`src/rtl/ticket_barcode_reader.sv`:
```
// Ticket barcode reader: hunts for the frame start pattern in the serial bar
// stream, shifts in the client/duration/value payload, checks even parity and
// the stop bit, and presents a registered ticket record for every good frame.
module ticket_barcode_reader #(
  parameter logic [3:0] START_PAT = 4'b1011,
  parameter int         TIMEOUT   = 16,
  parameter int         CNT_W     = 8
) (
  input  logic             Clk,
  input  logic             ResetN,
  input  logic             BarBit,
  input  logic             BarValid,
  output logic             TicketValid,
  output logic             ClientB,
  output logic [3:0]       Duration,
  output logic [4:0]       ValueToPay,
  output logic             ParityErr,
  output logic             FrameErr,
  output logic             Busy,
  output logic [CNT_W-1:0] GoodCount
);

  localparam int IDLE_W = $clog2(TIMEOUT + 1);

  typedef enum logic [1:0] {
    HUNT,
    PAYLOAD,
    PARITY,
    STOP
  } state_t;

  state_t            state;
  state_t            next_state;
  logic [3:0]        window;
  logic [3:0]        window_next;
  logic [9:0]        payload;
  logic [3:0]        bit_cnt;
  logic              par_bit;
  logic [IDLE_W-1:0] idle_cnt;

  logic              start_hit;
  logic              timeout_hit;
  logic              frame_done;
  logic              parity_bad;
  logic              dur_onehot;
  logic              frame_bad;
  logic              pay_client;
  logic [3:0]        pay_dur;
  logic [4:0]        pay_val;

  assign window_next = {window[2:0], BarBit};
  assign pay_client  = payload[9];
  assign pay_dur     = payload[8:5];
  assign pay_val     = payload[4:0];
  assign parity_bad  = ^{payload, par_bit};
  assign dur_onehot  = (pay_dur != 4'd0) && ((pay_dur & (pay_dur - 4'd1)) == 4'd0);
  assign frame_bad   = BarBit | ~dur_onehot;
  assign Busy        = (state != HUNT);

  // Next-state decode; an idle timeout outside HUNT overrides everything.
  always_comb begin
    next_state  = state;
    start_hit   = 1'b0;
    timeout_hit = 1'b0;
    frame_done  = 1'b0;
    case (state)
      HUNT: begin
        if (BarValid && (window_next == START_PAT)) begin
          start_hit  = 1'b1;
          next_state = PAYLOAD;
        end
      end
      PAYLOAD: begin
        if (BarValid && (bit_cnt == 4'd9)) begin
          next_state = PARITY;
        end
      end
      PARITY: begin
        if (BarValid) begin
          next_state = STOP;
        end
      end
      STOP: begin
        if (BarValid) begin
          frame_done = 1'b1;
          next_state = HUNT;
        end
      end
      default: next_state = HUNT;
    endcase
    if ((state != HUNT) && !BarValid && (idle_cnt == IDLE_W'(TIMEOUT - 1))) begin
      timeout_hit = 1'b1;
      next_state  = HUNT;
    end
  end

  // State register.
  always_ff @(posedge Clk or negedge ResetN) begin
    if (!ResetN) begin
      state <= HUNT;
    end else begin
      state <= next_state;
    end
  end

  // Start window, payload shifter, bit counter and parity capture.
  always_ff @(posedge Clk or negedge ResetN) begin
    if (!ResetN) begin
      window  <= 4'd0;
      payload <= 10'd0;
      bit_cnt <= 4'd0;
      par_bit <= 1'b0;
    end else begin
      if (state == HUNT && BarValid) begin
        window <= start_hit ? 4'd0 : window_next;
      end
      if (start_hit || frame_done || timeout_hit) begin
        bit_cnt <= 4'd0;
      end else if (state == PAYLOAD && BarValid) begin
        payload <= {payload[8:0], BarBit};
        bit_cnt <= bit_cnt + 4'd1;
      end
      if (state == PARITY && BarValid) begin
        par_bit <= BarBit;
      end
    end
  end

  // Idle timer: counts gaps between strobes inside a frame, parked at 0 in HUNT.
  always_ff @(posedge Clk or negedge ResetN) begin
    if (!ResetN) begin
      idle_cnt <= '0;
    end else if (state == HUNT || BarValid || timeout_hit) begin
      idle_cnt <= '0;
    end else begin
      idle_cnt <= idle_cnt + IDLE_W'(1);
    end
  end

  // Result pulses, held ticket fields and the saturating good-ticket counter.
  always_ff @(posedge Clk or negedge ResetN) begin
    if (!ResetN) begin
      TicketValid <= 1'b0;
      ParityErr   <= 1'b0;
      FrameErr    <= 1'b0;
      ClientB     <= 1'b0;
      Duration    <= 4'd0;
      ValueToPay  <= 5'd0;
      GoodCount   <= '0;
    end else begin
      TicketValid <= 1'b0;
      ParityErr   <= 1'b0;
      FrameErr    <= 1'b0;
      if (timeout_hit) begin
        FrameErr <= 1'b1;
      end else if (frame_done) begin
        if (parity_bad) begin
          ParityErr <= 1'b1;
        end else if (frame_bad) begin
          FrameErr <= 1'b1;
        end else begin
          TicketValid <= 1'b1;
          ClientB     <= pay_client;
          Duration    <= pay_dur;
          ValueToPay  <= pay_val;
          if (GoodCount != '1) begin
            GoodCount <= GoodCount + CNT_W'(1);
          end
        end
      end
    end
  end

endmodule

```
`config.mk`:
```
export PLATFORM = sky130hd
export DESIGN_NAME = ticket_barcode_reader
export DESIGN_NICKNAME = d
export VERILOG_FILES = /design/src/rtl/ticket_barcode_reader.sv
export SDC_FILE = /design/constraint.sdc
export NUM_CORES = 1
export LEC_CHECK = 0
export CAP_MARGIN = 10
export CORE_MARGIN = 1
export CORE_UTILIZATION = 45
export CTS_CLUSTER_DIAMETER = 60
export DETAILED_ROUTE_END_ITERATION = 10
export PLACE_DENSITY = 0.66
export SETUP_SLACK_MARGIN = 0.3
export SLEW_MARGIN = 20
export SYNTH_ARGS = -nofsm -noshare
export SYNTH_HDL_FRONTEND = slang
export SYNTH_SLANG_ARGS = --single-unit
```
`constraint.sdc`:
```
create_clock -name Clk -period 3.65 [get_ports Clk]
set_input_delay 0.73 -clock Clk [delete_from_list [all_inputs] [get_ports Clk]]
set_output_delay 0.73 -clock Clk [all_outputs]
set_load 0.01 [all_outputs]
```
* Word-level counts from Yosys, hierarchy flattened
Index checks and enable logic that the tools add are counted.
** Storage, ports and cells
- Flip-flop bits (word level) :: 46
- Latch bits :: 0
- RAM bits :: 0
- Bits in read-only memories :: 0
- Output and inout port bits :: 22
- Logic and storage cells :: 84
- Memories :: 0
** Operators by class
- Add/sub/neg operators :: 4
- Multiply operators :: 0
- Divide/modulo/power cells :: 0
- $lt $le $gt $ge :: 0
- Eq/ne operators :: 11
- Shift-type cells :: 0
- Multiplexer cells :: 26
- Bitwise operators :: 7
- Reduce and logical (&&, ||, !) cells :: 23
** Operator list (number)
- $mux 1 :: 16
- $ne 3x3->1 const B :: 4
- $reduce_xor 11->1 :: 1
- $mux 2 :: 5
- $add 8x1->8 const B :: 1
- $eq 4x4->1 const B :: 2
- $logic_and 1x1->1 :: 8
- $mux 4 :: 2
- $ne 8x8->1 const B :: 1
- $pmux 2 s4 :: 1
- $reduce_and 4->1 :: 2
- $add 5x1->5 const B :: 1
- $eq 5x4->1 const B :: 1
- $mux 5 :: 1
- $not 1->1 :: 5
- $reduce_and 5->1 :: 1
- $add 4x1->4 const B :: 1
- $and 4x4->4 :: 1
- $eq 2x2->1 const B :: 2
- $logic_not 4->1 :: 1
- $logic_or 1x1->1 :: 4
- $reduce_bool 2->1 :: 2
- $reduce_bool 4->1 :: 1
- $sub 4x1->4 const B :: 1
- 6 further kinds :: 6

* Depth between registers and ports, before layout
- Word-level depth :: 10
- Gate-level depth with buffers :: 8
- Depth with buffers taken out :: 7

* Worst setup path before layout
OpenSTA, ideal clock, no wires.
- Path type :: reg-to-reg
- From :: register payload[5]
- To :: register ClientB
- Data arrival time :: 2197 ps
- Data required time :: 3525 ps
- Path slack :: 1328 ps
- Cell stages (with the launch flop) :: 9
- Buffers on the path :: 1
- Period minus slack after synthesis :: 2322 ps
- Path through :: dfrtp_1 > inv_1 > ha_1 > xnor2_1 > xnor3_2 > xnor2_4 > nor3_4 > buf_6 > mux2_4
** On the way
- Cells in the longest elaborated chain, start to end :: 8
- Elaborated cells on any way between the ends :: 11
- Those cells by class :: add/sub: 1; bitwise: 5; reduce/logical: 5
** RTL lines
- start, declared :: RTL line 36 : logic [9:0] payload;
- start signal, assigned :: RTL line 120 : payload <= {payload[8:0], BarBit};
- $sub 4x1->4 :: RTL line 56 : assign dur_onehot = (pay_dur != 4'd0) && ((pay_dur & (pay_dur - 4'd1)) == 4'd0);
- $and 4x4->4 :: RTL line 56
- $logic_not 4->1 :: RTL line 56
- $logic_and 1x1->1 :: RTL line 56
- $not 1->1 :: RTL line 57 : assign frame_bad = BarBit | ~dur_onehot;
- $or 1x1->1 :: RTL line 57
- $not 1->1 (no source line)
- $reduce_and 4->1 (no source line) (*)
- end signal, assigned :: RTL line 163 : ClientB <= pay_client;
- end, declared :: RTL line 14 : output logic ClientB,
Every way passes the cells marked *; elsewhere a longest branch is shown, timed or not.
A chain may end at the register's enable or synchronous reset.

* Worst setup path in the final report
- From :: register payload[5]
- To :: register ValueToPay[4]
** On the way
- Cells in the longest elaborated chain, start to end :: 8
- Elaborated cells on any way between the ends :: 11
- Those cells by class :: add/sub: 1; bitwise: 5; reduce/logical: 5
** RTL lines
- $sub 4x1->4 :: RTL line 56
- $and 4x4->4 :: RTL line 56
- $logic_not 4->1 :: RTL line 56
- $logic_and 1x1->1 :: RTL line 56
- $not 1->1 :: RTL line 57
- $or 1x1->1 :: RTL line 57
- $not 1->1 (no source line)
- $reduce_and 4->1 (no source line) (*)
- end signal, assigned :: RTL line 165 : ValueToPay <= pay_val;
- end, declared :: RTL line 16 : output logic [4:0] ValueToPay,
Marked as above.

==> metrics.md <==
| Metric | Value |
|---|---|
| Switching share of power | `0.383` |
| Yosys warning total | `0` |
| Final hold vios | `0` |
| CP Launch Type | `flip-flop` |
| Busiest grt layer | `met2` |
| FMAX | `between 300 and 400 MHz` |
| TritonCTS Buffers | `5` |
| Distinct cells, synth | `37` |
| Worst Path Max Fanout | `11` |
| H-tree depth | `2` |
| CTS resizes | `0` |
| Final setup TNS | `0 ns` |
| Clock power share | `0.161` |
| Total GRT Usage | `0.169` |
| Maximum VDD drop | `0.550 mV` |
| Synthesized flop and latch total | `46` |
| Synthesized Nets | `204` |
| DRC Markers | `0` |
| DR WL/cell | `roughly 14 um` |
| Psw | `887 uW` |
| Largest net degree at the start of global routing | `47` |
| Post-synth top cells | `46 x dfrtp_1, 14 x inv_1, 14 x nand2_1` |
| Layout Skew | `about 0.0075 ns` |
| PnR Total Power | `~2.3 mW` |
| Int Power | `1.43 mW` |
| Crit Path Class | `flip-flop to flip-flop` |
| Final #Nets | `232` |
| Clock insertion delay at the later pin of the skew report | `~0.30 ns` |
| CP Capture Type | `flip-flop` |
| Met3 Track Usage GR | `0.0456` |
| Ant diodes | `0` |
| Period minus WS final | `2.81 ns` |
| Top cell type's share of synthesized area | `0.508` |
| Fillers | `399` |
| Layout cells sized above 1 | `0.157` |
| MaxCap Viol Count | `0` |
| Top cells by area, synth | `dfrtp_1 51%, ha_1 6.6%, mux2_4 6.0%, mux2_2 5.5%, xor2_1 3.5%` |
| Mapped Cells | `188` |
| GRT met2 Usage | `0.278` |
| Dpl hpwl | `2980 um` |
| Total Die Area | `5330 sq um` |
| Slew Limit Fails | `0` |
| RSZ-0062 raised after global routing | `no` |
| Starting Density | `0.474` |
| Core box area | `4790 sq um` |
| Fin crit share | `0.771` |
| Total congestion overflow | `0` |
| TritonCTS clock tree | `built` |
| Setup-failing EPs final | `0` |
| EDFF count, synth | `0` |
| P&R area growth vs syn | `18.5%` |
| Io pins | `26` |
| Vias in the first global route | `between 1000 and 1500` |
| Die height | `about 73 um` |
| Routed vias/inst | `5.13` |
| Gpl congestion | `0.834` |
| CP Data Arrival Time | `3.00 ns` |
| Sequential share of the synthesized area | `0.508` |
| Postcts setup bufs | `0` |
| Hold buffer count at CTS | `0` |
| Top_reg_cell synth | `dfrtp_1` |
| Clock sink count | `46` |
| Status | `completed` |
| Flop pwr share | `0.345` |
| Worst-case clock buffer depth | `2` |
| Async set-reset flop share out of synthesis | `1.00` |
| Yosys top cell by area | `dfrtp_1` |
| Die width | `73.0 um` |
| Mapped cell area | `between 2000 and 2500 sq um` |
| # port buffers | `25` |
| Antenna violations before repair | `0` |
| Worst slew margin | `0.517` |
| DRT Pass-1 Iters | `4` |
| Vias | `1457` |
| DR iter-0 viols | `101` |
| Worst-path clk slew | `0.09 ns` |
| Worst-Margin Slew | `0.722 ns` |
| P_leak | `1.25 nW` |
| Final wirelength | `slightly above 4000 um` |
| Critical path required time | `3.84 ns` |
| Min-Delay Path Class | `primary input to asynchronous set/reset pin` |
| Combinational share of power | `0.494` |
| Syn_area_per_cell | `12.1 sq um` |
| Routing usage on met1 | `0.214` |
| Pwr/cell area | `about 860 nW/um^2` |
| Root buf cell | `clkbuf_8` |
| First-pass GRT wire length | `between 6000 and 7000 um` |
| # rows | `25` |
| Remaining antenna violation count | `0` |
| Most frequent cell after synthesis | `dfrtp_1` |
[worst paths after layout]
kind                        startpoint       endpoint  slack [ns]  depth (start not counted)
max                         payload[5]  ValueToPay[4]        0.84                          7
min                             ResetN   GoodCount[7]        0.43                          1
max reg2reg                 payload[5]  ValueToPay[4]        0.84                          7
min reg2reg                idle_cnt[0]    idle_cnt[0]        0.49                          1
max in group asynchronous       ResetN      window[1]        2.84                          1
min in group Clk           idle_cnt[0]    idle_cnt[0]        0.49                          1
[routing by layer]
layer | part of all wire | vias up
li1 | - | 704
met1 | 0.44 | 699
met2 | 0.49 | 47
met3 | 0.056 | 7
met4 | 0.011 | 0
met5 | 0 | -
[registers in the layout, summed over array words and instances, names as in the netlist]
register / flops
ValueToPay: 5
bit_cnt: 4
ClientB: 1
par_bit: 1
TicketValid: 1
state: 2
ParityErr: 1
idle_cnt: 5
FrameErr: 1
GoodCount: 8
window: 3
Duration: 4
payload: 10
[power groups by stage]
stage	Clock (mW)	Sequential [mW]	Combinational (mW)
finish	0.372	0.799	1.14
global placement	0	0.791	1.09
detailed placement	0	0.806	1.15
floorplan	0	0.794	0.867
CTS	0.385	0.797	1.15
global route	0.411	0.820	1.24
[cells by family after synthesis]
logic type / synth area share
simple gates: 0.122
flops: 0.508
mux: 0.124
compound gates: 0.0668
buf+inv: 0.0331
xor+xnor: 0.0806
fa+ha+maj: 0.0662
[worst max-delay path, stage by stage, from the launching register on]
cell and delay (ns):
dfrtp_1 0.43, inv_1 0.08, ha_1 0.30, xnor2_1 0.19, xnor3_2 0.42, xnor2_4 0.23, nor3_4 0.64, mux2_2 0.41
[cells in the final DEF, fill, tap and decap left out, types with 2 or more instances in the layout]
master / instances
nor2b_1: 2
ha_1: 12
a211oi_1: 2
o21ai_0: 8
xor2_1: 9
a21oi_1: 4
clkbuf_8: 5
clkdlybuf4s50_1: 24
nor4_1: 6
nand2_1: 14
nand3_1: 3
nor2_1: 11
mux2_4: 9
xnor2_1: 6
dfrtp_1: 46
and3_1: 3
mux2_2: 11
nand4_1: 6
inv_1: 14
[stage by stage]
step	hold WS, ns	setup WS, ns	utilization	instance area [sq um]	cells
4_1_cts	0.488	0.824	0.561	2680	284
5_1_grt	0.458	0.693	0.561	2690	284
6_report	0.426	0.836	0.561	2690	284
3_3_place_gp	0.443	0.807	0.538	2570	276
2_1_floorplan	0.433	1.33	-	2270	188
3_5_place_dp	0.478	0.749	0.538	2570	276
[cell type report]
class                           count  area [sq um]  area share
Sequential cell                    46          1150       0.429
Multi-Input combinational cell    124          1040       0.388
Timing Repair Buffer               25           248      0.0922
Tap cell                           67          83.8      0.0312
Clock buffer                        6          72.6      0.0270
Inverter                           14          52.6      0.0196
Clock inverter                      2          37.5      0.0140
Note: power is estimated with default switching activity, not from simulation.
